--- config.mk ---
export PLATFORM = sky130hd
export DESIGN_NAME = mm_read_arbiter_flat
export DESIGN_NICKNAME = d
export VERILOG_FILES = /design/src/rtl/mm_read_arbiter_if.sv /design/src/rtl/mm_read_arbiter.sv /design/src/flat_wrapper.sv
export SDC_FILE = /design/constraint.sdc
export NUM_CORES = 1
export LEC_CHECK = 0
export BUFFER_PORTS_ARGS = -buffer_cell sky130_fd_sc_hd__buf_4
export CORE_AREA = 2 2 99 101
export CTS_CLUSTER_SIZE = 12
export DETAILED_ROUTE_END_ITERATION = 10
export DIE_AREA = 0 0 101 103
export PLACE_DENSITY = 0.68
export SLEW_MARGIN = 20
export SYNTH_ARGS = -nofsm -noshare
export SYNTH_HDL_FRONTEND = slang
export SYNTH_SLANG_ARGS = --single-unit
--- constraint.sdc ---
create_clock -name clock -period 3.8 [get_ports clock]
set_input_delay 0.19 -clock clock [delete_from_list [all_inputs] [get_ports clock]]
set_output_delay 0.19 -clock clock [all_outputs]
set_load 0.1 [all_outputs]
--- src/rtl/mm_read_arbiter_if.sv ---
// Bundle of requester-side, port-bank-side and response signals for
// mm_read_arbiter. The master modport drives requests and port data, and
// the slave modport is the arbiter itself.
interface mm_read_arbiter_if #(
  parameter int WORD_WIDTH   = 36,
  parameter int ADDR_WIDTH   = 10,
  parameter int INPUT_COUNT  = 4,
  parameter int REQ_COUNT    = 4,
  parameter int REQ_ID_WIDTH = 2
);
  logic [REQ_COUNT-1:0]              req;
  logic [REQ_COUNT*ADDR_WIDTH-1:0]   req_addr;
  logic [REQ_COUNT-1:0]              req_ready;
  logic [INPUT_COUNT*WORD_WIDTH-1:0] in;
  logic [INPUT_COUNT-1:0]            in_valid;
  logic [INPUT_COUNT-1:0]            in_ack;
  logic                              rsp_valid;
  logic [REQ_ID_WIDTH-1:0]           rsp_id;
  logic [WORD_WIDTH-1:0]             rsp_data;
  logic                              rsp_error;
  logic [15:0]                       stall_count;

  modport master (
    output req, req_addr, in, in_valid,
    input  req_ready, in_ack, rsp_valid, rsp_id, rsp_data, rsp_error, stall_count
  );

  modport slave (
    input  req, req_addr, in, in_valid,
    output req_ready, in_ack, rsp_valid, rsp_id, rsp_data, rsp_error, stall_count
  );
endinterface

--- src/rtl/mm_read_arbiter.sv ---
// Round-robin arbiter sharing one memory-mapped read window among
// REQ_COUNT requesters. The window is INPUT_COUNT consecutive word ports
// starting at INPUT_BASE_ADDR, which does not have to be aligned. At most
// one requester is granted per cycle. The granted port is popped in the
// same cycle, and the word comes back on a registered response one cycle
// later.
// Optional: define MM_READ_ARBITER_STALL_COUNT_EN to build a saturating
// counter of cycles where requests are pending but none can be served.
module mm_read_arbiter #(
  parameter int WORD_WIDTH       = 36,
  parameter int ADDR_WIDTH       = 10,
  parameter int INPUT_COUNT      = 4,
  parameter int INPUT_BASE_ADDR  = 1020,
  parameter int INPUT_ADDR_WIDTH = 2,
  parameter int REQ_COUNT        = 4,
  parameter int REQ_ID_WIDTH     = 2
) (
  input  logic              clock,
  input  logic              reset_n,
  mm_read_arbiter_if.slave  bus
);

  // The compare uses one extra bit because base + count can exceed the raw
  // address range (1020 + 4 = 1024 does not fit in 10 bits).
  localparam logic [ADDR_WIDTH:0]   BASE_EXT  = (ADDR_WIDTH+1)'(INPUT_BASE_ADDR);
  localparam logic [ADDR_WIDTH:0]   LIMIT_EXT = (ADDR_WIDTH+1)'(INPUT_BASE_ADDR + INPUT_COUNT);
  localparam logic [REQ_ID_WIDTH:0] REQ_COUNT_EXT = (REQ_ID_WIDTH+1)'(REQ_COUNT);
  localparam logic [REQ_ID_WIDTH-1:0] LAST_REQ  = REQ_ID_WIDTH'(REQ_COUNT - 1);

  logic [REQ_COUNT-1:0]        in_range_s;
  logic [REQ_COUNT-1:0]        eligible_s;
  logic [INPUT_ADDR_WIDTH-1:0] index_s [REQ_COUNT];
  logic                        grant_valid_s;
  logic [REQ_ID_WIDTH-1:0]     grant_id_s;

  logic [REQ_ID_WIDTH-1:0]     rr_ptr_q, rr_ptr_d;
  logic                        rsp_valid_q, rsp_valid_d;
  logic [REQ_ID_WIDTH-1:0]     rsp_id_q, rsp_id_d;
  logic [WORD_WIDTH-1:0]       rsp_data_q, rsp_data_d;
  logic                        rsp_error_q, rsp_error_d;

  // Per-requester range check, index translation and eligibility.
  // A requester waiting on an empty port is not eligible, so it does not block the others.
  always_comb begin
    logic [ADDR_WIDTH:0] addr_ext_v;
    logic [ADDR_WIDTH:0] offset_v;
    logic                rng_v;
    in_range_s = '0;
    eligible_s = '0;
    index_s    = '{default: '0};
    for (int r = 0; r < REQ_COUNT; r++) begin
      addr_ext_v    = {1'b0, bus.req_addr[r*ADDR_WIDTH +: ADDR_WIDTH]};
      offset_v      = addr_ext_v - BASE_EXT;
      rng_v         = (addr_ext_v >= BASE_EXT) && (addr_ext_v < LIMIT_EXT);
      index_s[r]    = offset_v[INPUT_ADDR_WIDTH-1:0];
      in_range_s[r] = rng_v;
      if (rng_v) begin
        eligible_s[r] = bus.req[r] & bus.in_valid[offset_v[INPUT_ADDR_WIDTH-1:0]];
      end else begin
        eligible_s[r] = bus.req[r];
      end
    end
  end

  // Round-robin pick: the first eligible requester at or after rr_ptr, wrapping.
  always_comb begin
    logic [REQ_ID_WIDTH:0]   sum_v;
    logic [REQ_ID_WIDTH-1:0] cand_v;
    grant_valid_s = 1'b0;
    grant_id_s    = '0;
    for (int k = 0; k < REQ_COUNT; k++) begin
      sum_v = {1'b0, rr_ptr_q} + (REQ_ID_WIDTH+1)'(k);
      if (sum_v >= REQ_COUNT_EXT) begin
        sum_v = sum_v - REQ_COUNT_EXT;
      end else begin
        sum_v = sum_v;
      end
      cand_v = sum_v[REQ_ID_WIDTH-1:0];
      if (!grant_valid_s && eligible_s[cand_v]) begin
        grant_valid_s = 1'b1;
        grant_id_s    = cand_v;
      end else begin
        grant_valid_s = grant_valid_s;
      end
    end
  end

  // Combinational accept and pop pulses. Both are held at zero while reset is asserted.
  always_comb begin
    bus.req_ready = '0;
    bus.in_ack    = '0;
    if (reset_n && grant_valid_s) begin
      bus.req_ready[grant_id_s] = 1'b1;
      if (in_range_s[grant_id_s]) begin
        bus.in_ack[index_s[grant_id_s]] = 1'b1;
      end else begin
        bus.in_ack = '0;
      end
    end else begin
      bus.req_ready = '0;
    end
  end

  // Next pointer and next response. Cycles without a grant produce an all-zero response.
  always_comb begin
    rr_ptr_d    = rr_ptr_q;
    rsp_valid_d = 1'b0;
    rsp_id_d    = '0;
    rsp_data_d  = '0;
    rsp_error_d = 1'b0;
    if (grant_valid_s) begin
      if (grant_id_s == LAST_REQ) begin
        rr_ptr_d = '0;
      end else begin
        rr_ptr_d = grant_id_s + REQ_ID_WIDTH'(1);
      end
      rsp_valid_d = 1'b1;
      rsp_id_d    = grant_id_s;
      rsp_error_d = !in_range_s[grant_id_s];
      if (in_range_s[grant_id_s]) begin
        rsp_data_d = bus.in[index_s[grant_id_s]*WORD_WIDTH +: WORD_WIDTH];
      end else begin
        rsp_data_d = '0;
      end
    end else begin
      rr_ptr_d = rr_ptr_q;
    end
  end

  // Registers for the pointer and the response. A synchronous reset drops any in-flight response.
  always_ff @(posedge clock) begin
    if (!reset_n) begin
      rr_ptr_q    <= '0;
      rsp_valid_q <= 1'b0;
      rsp_id_q    <= '0;
      rsp_data_q  <= '0;
      rsp_error_q <= 1'b0;
    end else begin
      rr_ptr_q    <= rr_ptr_d;
      rsp_valid_q <= rsp_valid_d;
      rsp_id_q    <= rsp_id_d;
      rsp_data_q  <= rsp_data_d;
      rsp_error_q <= rsp_error_d;
    end
  end

  assign bus.rsp_valid = rsp_valid_q;
  assign bus.rsp_id    = rsp_id_q;
  assign bus.rsp_data  = rsp_data_q;
  assign bus.rsp_error = rsp_error_q;

`ifdef MM_READ_ARBITER_STALL_COUNT_EN
  logic [15:0] stall_count_q, stall_count_d;

  // Count cycles with pending requests where none is eligible, saturating at 16'hFFFF.
  always_comb begin
    stall_count_d = stall_count_q;
    if ((|bus.req) && !grant_valid_s && (stall_count_q != 16'hFFFF)) begin
      stall_count_d = stall_count_q + 16'd1;
    end else begin
      stall_count_d = stall_count_q;
    end
  end

  // Stall counter register.
  always_ff @(posedge clock) begin
    if (!reset_n) begin
      stall_count_q <= 16'd0;
    end else begin
      stall_count_q <= stall_count_d;
    end
  end

  assign bus.stall_count = stall_count_q;
`else
  assign bus.stall_count = 16'h0000;
`endif

endmodule

--- src/flat_wrapper.sv ---
// flat-port wrapper written by rule: the top's interface ports become plain ports
module mm_read_arbiter_flat 
#(
  parameter int WORD_WIDTH       = 36,
  parameter int ADDR_WIDTH       = 10,
  parameter int INPUT_COUNT      = 4,
  parameter int INPUT_BASE_ADDR  = 1020,
  parameter int INPUT_ADDR_WIDTH = 2,
  parameter int REQ_COUNT        = 4,
  parameter int REQ_ID_WIDTH     = 2
)
  (clock, reset_n, bus_req, bus_req_addr, bus_in, bus_in_valid, bus_req_ready, bus_in_ack, bus_rsp_valid, bus_rsp_id, bus_rsp_data, bus_rsp_error, bus_stall_count);
  mm_read_arbiter_if #(.WORD_WIDTH(WORD_WIDTH), .ADDR_WIDTH(ADDR_WIDTH), .INPUT_COUNT(INPUT_COUNT), .REQ_COUNT(REQ_COUNT), .REQ_ID_WIDTH(REQ_ID_WIDTH)) bus_i ();
  input  logic clock;
  input  logic reset_n;
  input wire logic [$bits(bus_i.req)-1:0] bus_req;
  input wire logic [$bits(bus_i.req_addr)-1:0] bus_req_addr;
  input wire logic [$bits(bus_i.in)-1:0] bus_in;
  input wire logic [$bits(bus_i.in_valid)-1:0] bus_in_valid;
  output wire logic [$bits(bus_i.req_ready)-1:0] bus_req_ready;
  output wire logic [$bits(bus_i.in_ack)-1:0] bus_in_ack;
  output wire logic [$bits(bus_i.rsp_valid)-1:0] bus_rsp_valid;
  output wire logic [$bits(bus_i.rsp_id)-1:0] bus_rsp_id;
  output wire logic [$bits(bus_i.rsp_data)-1:0] bus_rsp_data;
  output wire logic [$bits(bus_i.rsp_error)-1:0] bus_rsp_error;
  output wire logic [$bits(bus_i.stall_count)-1:0] bus_stall_count;
  assign bus_i.req = bus_req;
  assign bus_i.req_addr = bus_req_addr;
  assign bus_i.in = bus_in;
  assign bus_i.in_valid = bus_in_valid;
  assign bus_req_ready = bus_i.req_ready;
  assign bus_in_ack = bus_i.in_ack;
  assign bus_rsp_valid = bus_i.rsp_valid;
  assign bus_rsp_id = bus_i.rsp_id;
  assign bus_rsp_data = bus_i.rsp_data;
  assign bus_rsp_error = bus_i.rsp_error;
  assign bus_stall_count = bus_i.stall_count;
  mm_read_arbiter #(.WORD_WIDTH(WORD_WIDTH), .ADDR_WIDTH(ADDR_WIDTH), .INPUT_COUNT(INPUT_COUNT), .INPUT_BASE_ADDR(INPUT_BASE_ADDR), .INPUT_ADDR_WIDTH(INPUT_ADDR_WIDTH), .REQ_COUNT(REQ_COUNT), .REQ_ID_WIDTH(REQ_ID_WIDTH)) u_core (.clock(clock), .reset_n(reset_n), .bus(bus_i));
endmodule
==> flow_summary.json, run 1 <==
{
  "clock_latency_ns": 0.29,
  "coreArea_mm2": 0.009459,
  "ys_ff_latch": 42,
  "drive_above_1_share_pct": 59.63,
  "dr.pass1.iters": 4,
  "worstPathArrival_ns": 3.16,
  "avgViaCountPerCell": 4.729,
  "start_kind": "primary input",
  "drcViolationCount": 0,
  "cts_tree": "yes",
  "die_area_mm2": 0.01040,
  "register_area_um2": 840.8,
  "cellPowerDensity_mw_per_mm2": 303.8,
  "wirelength_um": 9279,
  "cts_resized": 0,
  "crit_type": "primary input to output pin",
  "grt_pass1_vias": 2763,
  "outcome": "complete, no violations",
  "required_ns": 3.61,
  "grtUsageTotal_pct": 16.24,
  "ios": 258,
  "n_antenna_cell": 0,
  "overflow": 0,
  "max-vdd-ir-drop_mv": 0.1396,
  "min_path_type": "primary input to flip-flop",
  "synth_warnings": 0,
  "routedWlPerCell_um": 15.41,
  "endpoint_kind": "output pin",
  "gp_congestion": 0.7915,
  "fmax_ghz": 0.2985,
  "clock-sinks": 42,
  "cts_setup_buffers": 0,
  "whs_path_depth": 2,
  "rsz0062_at_grt": "no",
  "die_w_um": 101,
  "ff2ff_path_depth": 8,
  "skew_ns": 0.01114,
  "maxSlewViolCount": 0,
  "fin_cells": 602,
  "path_clk_slew_ns": 0.07,
  "dp_hpwl_um": 7727,
  "multiInputGateArea_mm2": 0.001695,
  "ff2ff_setup_slack_ns": 1.15,
  "syn_inst": 250,
  "min_to": "u_core.rr_ptr_q[0]",
  "grt_max_degree": 48,
  "area_growth_pct": 72.96,
  "antenna_found_initial": 0,
  "finalNetCount": 685,
  "power_w": 0.001413,
  "hold_viol": 0,
  "avgSynthCellArea_um2": 10.76,
  "r2r_start": "u_core.rr_ptr_q[1]",
  "fp.dieH_um": 103,
  "io_buffers": 241,
  "finalSetupViolCount": 0,
  "initial_core_util_pct": 28.43,
  "synth.distinct_cells": 33,
  "setup_tns_ns": 0,
  "netlist_area_mm2": 0.002689,
  "hold_start": "reset_n",
  "maxCapViolCount": 0,
  "post-route-period-util_pct": 88.15,
  "cts_root_buf": "clkbuf_8",
  "clockBufferDepth": 2,
  "rows": 36,
  "via_count": 2847,
  "final_util_pct": 49.17,
  "rr_endpoint": "u_core.bus.rsp_data[24]",
  "holdBufCountCts": 0,
  "num-fill-cells": 871,
  "grt_pass1_wl_um": 13380,
  "dp.cells": 594,
  "hold_slack_ns": 0.1649,
  "fin_crit_ns": 3.350,
  "cts_htree_levels": 2,
  "antenna_left": 0,
  "p_leak_nw": 2.390,
  "worstPathMaxFanout": 6,
  "drtIter0Drc": 14,
  "cts_made_buffers": 5,
  "ys_seq_area_share_pct": 31.27
}
worst max-delay path by stage:
stage	start	end	slack, ns
floorplan	bus_req_addr[10]	bus_in_ack[2]	-0.11
global placement	bus_req_addr[20]	bus_in_ack[2]	0.57
detailed placement	bus_req_addr[20]	bus_in_ack[2]	0.47
CTS	bus_req_addr[20]	bus_in_ack[2]	0.46
global route	bus_req_addr[20]	bus_in_ack[2]	0.29
finish	bus_req_addr[20]	bus_in_ack[2]	0.45
layer usage:
| metal | part of all wire (%) | vias to the layer above | GRT usage (%) |
|---|---|---|---|
| met5 | 0 | - | 0 |
| met4 | 1.5 | 0 | 4.470 |
| met3 | 7.3 | 12 | 3.864 |
| met2 | 53 | 133 | 30.26 |
| met1 | 38 | 1316 | 18.56 |
| li1 | - | 1386 | - |
synth_stat cells:
master | count | area [µm²]
mux2i_1 | 77 | 770.7
dfxtp_1 | 42 | 840.8
o22ai_2 | 20 | 250.2
buf_4 | 16 | 120.1
o22ai_1 | 16 | 100.1
nor2_1 | 13 | 48.80
buf_2 | 12 | 60.06
nand4_1 | 9 | 56.30
inv_1 | 5 | 18.77
mux4_2 | 5 | 112.6
and3_1 | 4 | 25.02
ha_1 | 4 | 50.05
o31ai_2 | 3 | 37.54
a21oi_1 | 2 | 10.01
buf_6 | 2 | 22.52
clkbuf_1 | 2 | 7.510
nor2b_1 | 2 | 12.51
a21oi_2 | 1 | 8.760
a2bb2oi_1 | 1 | 8.760
conb_1 | 1 | 3.750
mux2_1 | 1 | 11.26
mux2_2 | 1 | 11.26
nand2_1 | 1 | 3.750
nand2_2 | 1 | 6.260
nand3_1 | 1 | 5.000
o211ai_4 | 1 | 21.27
o21a_1 | 1 | 7.510
o21ai_0 | 1 | 5.000
o21bai_1 | 1 | 7.510
o2bb2ai_1 | 1 | 8.760
o31ai_4 | 1 | 21.27
or3_1 | 1 | 6.260
or3b_1 | 1 | 8.760
registers in the layout, indices dropped and copies added (netlist names):
register,cells
u_core.bus.rsp_data,36
u_core.bus.rsp_error,1
u_core.bus.rsp_id,2
u_core.bus.rsp_valid,1
u_core.rr_ptr_q,2
where the power goes:
| part | leakage (nW) | total [W] | internal, W | switching, W |
|---|---|---|---|---|
| logic | 2.00 | 0.000671 | 0.000309 | 0.000362 |
| clock network | 0.0452 | 0.000288 | 0.000130 | 0.000158 |
| registers | 0.340 | 0.000454 | 0.000448 | 0.00000598 |
cell type report:
cell class,count,area share (%)
Inverter,5,0.4036
Multi-Input combinational cell,186,36.45
Clock buffer,6,1.560
Sequential cell,42,18.08
Clock inverter,2,0.2959
Timing Repair Buffer,247,40.14
Tap cell,114,3.067
stage by stage:
| step | worst slack (ns) | instance area [µm²] |
|---|---|---|
| 2_1_floorplan | -0.1069 | 2748 |
| 3_3_place_gp | 0.5666 | 4564 |
| 3_5_place_dp | 0.4685 | 4564 |
| 4_1_cts | 0.4626 | 4651 |
| 5_1_grt | 0.2918 | 4651 |
| 6_report | 0.4503 | 4651 |
worst max-delay path, stage by stage:
cell and delay, ns:
buf_4 0.10, mux4_2 0.51, o31ai_2 0.36, mux2_1 0.20, o2bb2ai_1 0.08, a21oi_2 0.36, mux2_2 0.40, or3b_2 0.51
nor2_1 0.14, buf_4 0.30
cell usage in the layout (no fill, tap or decap), types with 2 or more instances in the layout:
cell,synthesis,layout
a21oi_1,2,2
and3_1,4,4
buf_4,16,246
clkbuf_8,0,5
conb_1,1,16
dfxtp_1,42,42
ha_1,4,4
inv_1,5,5
mux2i_1,77,76
mux4_2,5,5
nand4_1,9,9
nor2_1,13,12
nor2b_1,2,2
o22ai_1,16,16
o22ai_2,20,20
o31ai_2,3,3
kinds of logic after synthesis:
kind of cell / synth area share [%]
AOI/OAI and AO/OA: 18.10
adders and majority gates: 1.861
buffers and inverters: 8.516
DFF: 31.27
muxes: 33.69
other: 0.1395
and+or+nand+nor: 6.421
Note: power is estimated with default switching activity, not from simulation.
==> run 2: changes to the inputs <==
--- a/config.mk
+++ b/config.mk
@@ -10,6 +10,7 @@
 export CTS_CLUSTER_SIZE = 12
 export DETAILED_ROUTE_END_ITERATION = 10
 export DIE_AREA = 0 0 101 103
+export GPL_TIMING_DRIVEN = 1
 export PLACE_DENSITY = 0.68
 export SLEW_MARGIN = 20
 export SYNTH_ARGS = -nofsm -noshare
==> constraint.sdc (replaced) <==
create_clock -name clock -period 3.8 [get_ports clock]
set_input_delay 0.57 -clock clock [delete_from_list [all_inputs] [get_ports clock]]
set_output_delay 0.57 -clock clock [all_outputs]
set_load 0.1 [all_outputs]
==> run 2 against run 1 <==
  * Utilization is 1.4 points higher
  * Clock skew is 0.0077 ns higher
  * Sequential cell count stayed put
  * Sequential power hardly changed
  * Critical path depth is 1 higher
  * Non-clock buffer count is 9 higher
  * Design area is 2.9% higher
  * Critical path type unchanged
  * Largest power group unchanged
==> flow_summary.json, run 2 (same netlist as run 1, synthesis figures left out) <==
{
  "whs_path_depth": 2,
  "clock-sinks": 42,
  "n_antenna_cell": 0,
  "r2r_start": "u_core.rr_ptr_q[1]",
  "power_frac_comb_pct": 48.2,
  "dp.cells": 602,
  "finalSetupViolCount": 0,
  "antenna_found_initial": 0,
  "rows": 36,
  "setup_ws_ns": 0.1409,
  "worstPathArrival_ns": 3.09,
  "die_w_um": 101,
  "wirelength_um": 9272,
  "coreArea_mm2": 0.009459,
  "overflow": 0,
  "fin_crit_ns": 3.659,
  "slew_headroom_pct": 63.61,
  "grt_pass1_wl_um": 13840,
  "hold_start": "reset_n",
  "skew_ns": 0.01888,
  "power_frac_clock_pct": 20.1,
  "via_count": 2833,
  "fmax_ghz": 0.2733,
  "routedWlPerCell_um": 15.18,
  "required_ns": 3.23,
  "drive_above_1_share_pct": 61.37,
  "gp_congestion": 0.8317,
  "layout_commonest_cell": "buf_4",
  "p_sw_w": 0.0005329,
  "cts_tree": "yes",
  "fp.dieH_um": 103,
  "swShare_pct": 37.17,
  "final_cell_mix": "254 x buf_4, 75 x mux2i_1, 42 x dfxtp_1",
  "ff2ff_path_depth": 10,
  "crit_path_start": "bus_in_valid[3]",
  "maxCapViolCount": 0,
  "final_util_pct": 50.61,
  "grtUsageTotal_pct": 16.78,
  "die_area_mm2": 0.01040,
  "grt_max_degree": 34,
  "drtIter0Drc": 42,
  "worstPathMaxFanout": 5,
  "max-vdd-ir-drop_mv": 0.1432,
  "largest_reg_flops": 36,
  "p_leak_nw": 2.435,
  "clockBufferDepth": 2,
  "rsz0062_at_grt": "no",
  "post-route-period-util_pct": 96.29,
  "finalNetCount": 694,
  "maxSlewViolCount": 0,
  "cts_htree_levels": 2,
  "crit_type": "primary input to output pin",
  "dp_slack_ns": -0.03572,
  "holdBufCountCts": 0,
  "clock_latency_ns": 0.30,
  "drcViolationCount": 0,
  "pwr-share-seq_pct": 31.7,
  "endpoint_kind": "output pin",
  "start_kind": "primary input",
  "io_buffers": 241,
  "outcome": "complete, no violations",
  "min_path_type": "primary input to flip-flop",
  "dr.pass1.iters": 4,
  "cts_root_buf": "clkbuf_8",
  "grt_pass1_vias": 2916,
  "ios": 258,
  "avgViaCountPerCell": 4.637,
  "hold_viol": 0,
  "antenna_left": 0,
  "area_growth_pct": 78.04,
  "internal-power_w": 0.0009009,
  "hold_slack_ns": 0.5464,
  "path_clk_slew_ns": 0.07,
  "cellPowerDensity_mw_per_mm2": 299.5,
  "fin_cells": 611,
  "cts_made_buffers": 5,
  "initial_core_util_pct": 28.43,
  "worst_slew_pin_slew_ns": 0.5458,
  "dp_hpwl_um": 7824
}
## run 2: cell types whose count changed in the layout (fill, tap and decap cells not counted), sizes merged
cell / before / now
buf: 247 / 256
## run 2: what timing repair did
item,in CTS,in global routing
gates cloned,0,0
pin swaps,0,1
buffers inserted,0,1
gates resized for setup,2,4
setup endpoints to repair,2,3
## run 2: layer usage
layer / part of all wire [%] / GRT usage, %
met4: 1.0 / 4.574
met2: 54 / 30.26
met1: 39 / 20.25
met5: 0 / 0
met3: 6.7 / 3.593
## run 2: path summary, 6_finish.rpt
check / end / slack, ns
worst max register to register: u_core.bus.rsp_data[8] / 1.09
worst min register to register: u_core.rr_ptr_q[0] / 0.74
worst min-delay path: u_core.rr_ptr_q[1] / 0.55
worst max-delay path: bus_in_ack[0] / 0.14
## run 2: area by class of cell
type	count	area, µm²
clock buffer	6	72.57
clock inverter	2	13.76
fill	885	4672
inverter	5	18.77
multi-input combinational	186	1762
sequential	42	840.8
tap	114	142.6
timing repair buffer	256	1937
## run 2: critical path, stage by stage
cell and delay [ns]:
buf_4 0.12, mux4_2 0.50, o31ai_4 0.30, nand2_2 0.12
o211ai_4 0.27, buf_4 0.17, mux2i_1 0.32, mux2i_4 0.14
buf_4 0.17, nor2_4 0.10, buf_4 0.30
## run 2: through the flow
step / total power, W / cell area, µm² / TNS [ns]
final: 0.001434 / 4787 / 0
after global routing: 0.001511 / 4787 / 0
after CTS: 0.001448 / 4766 / 0
after detailed placement: 0.001158 / 4672 / -0.06169
after global placement: 0.001145 / 4672 / 0
after floorplan: 0.0009332 / 2811 / -0.005295
## run 2: power by group through the flow
stage / clock [W] / combinational, W / sequential [W]
after floorplan: 0 / 0.000437 / 0.000496
after global placement: 0 / 0.000681 / 0.000464
after detailed placement: 0 / 0.000694 / 0.000464
after CTS: 0.000300 / 0.000694 / 0.000454
after global routing: 0.000319 / 0.000737 / 0.000455
final: 0.000289 / 0.000691 / 0.000454
==> run 3: changes to the inputs <==
--- a/config.mk
+++ b/config.mk
@@ -6,12 +6,13 @@
 export NUM_CORES = 1
 export LEC_CHECK = 0
 export BUFFER_PORTS_ARGS = -buffer_cell sky130_fd_sc_hd__buf_4
-export CORE_AREA = 2 2 99 101
+export CORE_ASPECT_RATIO = 0.75
+export CORE_MARGIN = 2
+export CORE_UTILIZATION = 32
 export CTS_CLUSTER_SIZE = 12
 export DETAILED_ROUTE_END_ITERATION = 10
-export DIE_AREA = 0 0 101 103
 export GPL_TIMING_DRIVEN = 1
-export PLACE_DENSITY = 0.68
+export PLACE_DENSITY = 0.74
 export SLEW_MARGIN = 20
 export SYNTH_ARGS = -nofsm -noshare
 export SYNTH_HDL_FRONTEND = slang
==> run 3 against run 2 <==
  * Via count grew 1.7%
  * Worst setup slack lost 0.013 ns
  * Utilization grew 9.7 points
  * Clock skew shrank 0.0087 ns
  * Combinational power grew 3.2%
  * Routed wire length shrank 2.4%
  * Design area grew 1.1%
  * First-iteration DRC count grew 9.5%
  * Register-to-register slack lost 0.02 ns
  * Sequential share of layout area shrank 0.19 points
  * Critical path type unchanged
  * Largest cell class unchanged
  * Largest power group unchanged
==> flow_summary.json, run 3 (same netlist as run 1, synthesis figures left out) <==
{
  "internal-power_w": 0.0009831,
  "drtIter0Drc": 46,
  "cp_cell_sequence": "buf_4 > mux4_2 > o31ai_4 > mux2_1 > o2bb2ai_1 > a21oi_2 > mux2_2 > or3b_4 > nor2_4 > buf_8",
  "grtUsageMet2_pct": 33.85,
  "min_to": "u_core.rr_ptr_q[0]",
  "met3_usage_pct": 4.396,
  "die_area_mm2": 0.009159,
  "endpoint_kind": "output pin",
  "slowest_stage": "mux4_2",
  "antenna_found_initial": 0,
  "setup_tns_ns": 0,
  "worstPathArrival_ns": 3.10,
  "rsz0062_at_grt": "no",
  "finalNetCount": 699,
  "drive_above_1_share_pct": 61.35,
  "grt_pass1_vias": 2920,
  "hold_start": "reset_n",
  "overflow": 0,
  "n_antenna_cell": 0,
  "path_buf_inv": 2,
  "cts_htree_levels": 2,
  "grtUsageTotal_pct": 18.77,
  "ios": 258,
  "fp.dieH_um": 83.39,
  "dp_hpwl_um": 7536,
  "drcViolationCount": 0,
  "post-route-period-util_pct": 96.63,
  "outcome": "complete, no violations",
  "busiest_layer": "met2",
  "clock-sinks": 42,
  "p_sw_w": 0.0005245,
  "power_frac_comb_pct": 47.3,
  "cts_made_buffers": 5,
  "cellPowerDensity_mw_per_mm2": 311.6,
  "wirelength_um": 9045,
  "dr.pass1.iters": 4,
  "via_count": 2882,
  "cpPeakStageDelay_ns": 0.52,
  "maxSlewViolCount": 0,
  "crit_type": "primary input to output pin",
  "use_met1_pct": 21.63,
  "area_growth_pct": 79.94,
  "fin_crit_ns": 3.672,
  "die_w_um": 109.8,
  "required_ns": 3.23,
  "path_clk_slew_ns": 0.07,
  "cts_tree": "yes",
  "cts_root_buf": "clkbuf_8",
  "power_w": 0.001508,
  "whs_path_depth": 2,
  "ff2ff_path_depth": 9,
  "gp_congestion": 0.8482,
  "skew_ns": 0.01020,
  "hold_viol": 0,
  "start_kind": "primary input",
  "fmax_ghz": 0.2723,
  "critical-path-top-delay-family": "multiplexers",
  "grt_max_degree": 59,
  "grt_pass1_wl_um": 13810,
  "pwr-share-seq_pct": 30.2,
  "routedWlPerCell_um": 14.90,
  "rows": 28,
  "initial_core_util_pct": 33.52,
  "clockBufferDepth": 2,
  "finalSetupViolCount": 0,
  "p_leak_nw": 2.474,
  "clock_latency_ns": 0.29,
  "dp.cells": 590,
  "slew_headroom_pct": 65.04,
  "final_cell_mix": "258 x buf_4, 76 x mux2i_1, 42 x dfxtp_1",
  "r2r_start": "u_core.rr_ptr_q[1]",
  "worst_slew_pin_slew_ns": 0.5244,
  "antenna_left": 0,
  "max-vdd-ir-drop_mv": 0.2161,
  "io_buffers": 241,
  "rr_endpoint": "u_core.bus.rsp_data[24]",
  "ff2ff_setup_slack_ns": 1.07,
  "holdBufCountCts": 0,
  "swShare_pct": 34.79,
  "maxCapViolCount": 0,
  "worstPathMaxFanout": 5,
  "coreArea_mm2": 0.008023,
  "avgViaCountPerCell": 4.748,
  "min_path_type": "primary input to flip-flop",
  "fin_cells": 607,
  "layout_commonest_cell": "buf_4",
  "largest_reg_flops": 36,
  "power_frac_clock_pct": 22.6
}
## run 3: cell count changes in the layout (fill, tap and decap cells not counted), sizes merged
cell    before  now
buf        256  261
bufinv       0    1
clkinv       2    0
clkbuf       6    7
## run 3: timing repair
item / 4_1_cts / 5_1_grt
endpoints found under the setup margin: 2 / 3
buffers inserted: 0 / 9
pin swaps: 0 / 2
endpoints found under the hold margin: 0 / 0
gates resized for setup: 2 / 2
## run 3: worst reg2reg max path, cell delays in order, from the launching register on
cell       delay (ns)
dfxtp_1          0.44
inv_1            0.13
mux2_1           0.33
o2bb2ai_1        0.20
a21oi_2          0.08
buf_4            0.16
mux4_2           0.30
or3b_4           0.30
buf_4            0.46
o22ai_1          0.20
## run 3: layout make-up
cell class / count / area [µm²]
multi-input cells: 186 / 1758
well taps: 105 / 131.4
repair buffers: 261 / 1983
fillers: 674 / 3184
flip-flops and latches: 42 / 840.8
clock inverters: 1 / 30.03
inverters: 5 / 18.77
clock buffers: 7 / 76.32
## run 3: layer usage
metal  share of wire [%]  wire length [µm]  vias to the layer above
met5                   0                 0                        -
met4                 1.6               142                        0
met3                 6.9               628                       16
met2                  53              4776                      124
met1                  39              3498                     1322
li1                    -                 -                     1420
## run 3: worst max-delay path by stage
stage / start / cells after the start / to
after floorplan: bus_req_addr[20] / 9 / bus_in_ack[2]
after global placement: bus_in_valid[3] / 10 / bus_in_ack[2]
after detailed placement: bus_in_valid[3] / 10 / bus_in_ack[2]
after CTS: bus_in_valid[3] / 10 / bus_in_ack[2]
after global routing: bus_in_valid[3] / 12 / bus_in_ack[0]
final: bus_in_valid[3] / 10 / bus_in_ack[2]
## run 3: through the flow
stage                     hold slack, ns  worst slack (ns)  area (µm²)  utilization [%]
after floorplan                   0.6297         -0.005295        2811                -
after detailed placement          0.7155          -0.03926        4651            57.97
after global placement            0.6949           0.04240        4651            57.97
after CTS                         0.5508           0.01226        4765            59.39
after global routing              0.5489           0.03713        4838            60.31
final                             0.5540            0.1281        4838            60.31
## run 3: power by group through the flow
| stage | combinational (W) | clock [W] | sequential, W |
|---|---|---|---|
| after detailed placement | 0.000697 | 0 | 0.000465 |
| after global placement | 0.000686 | 0 | 0.000464 |
| after CTS | 0.000699 | 0.000353 | 0.000454 |
| after floorplan | 0.000437 | 0 | 0.000496 |
| final | 0.000713 | 0.000340 | 0.000455 |
| after global routing | 0.000758 | 0.000374 | 0.000455 |
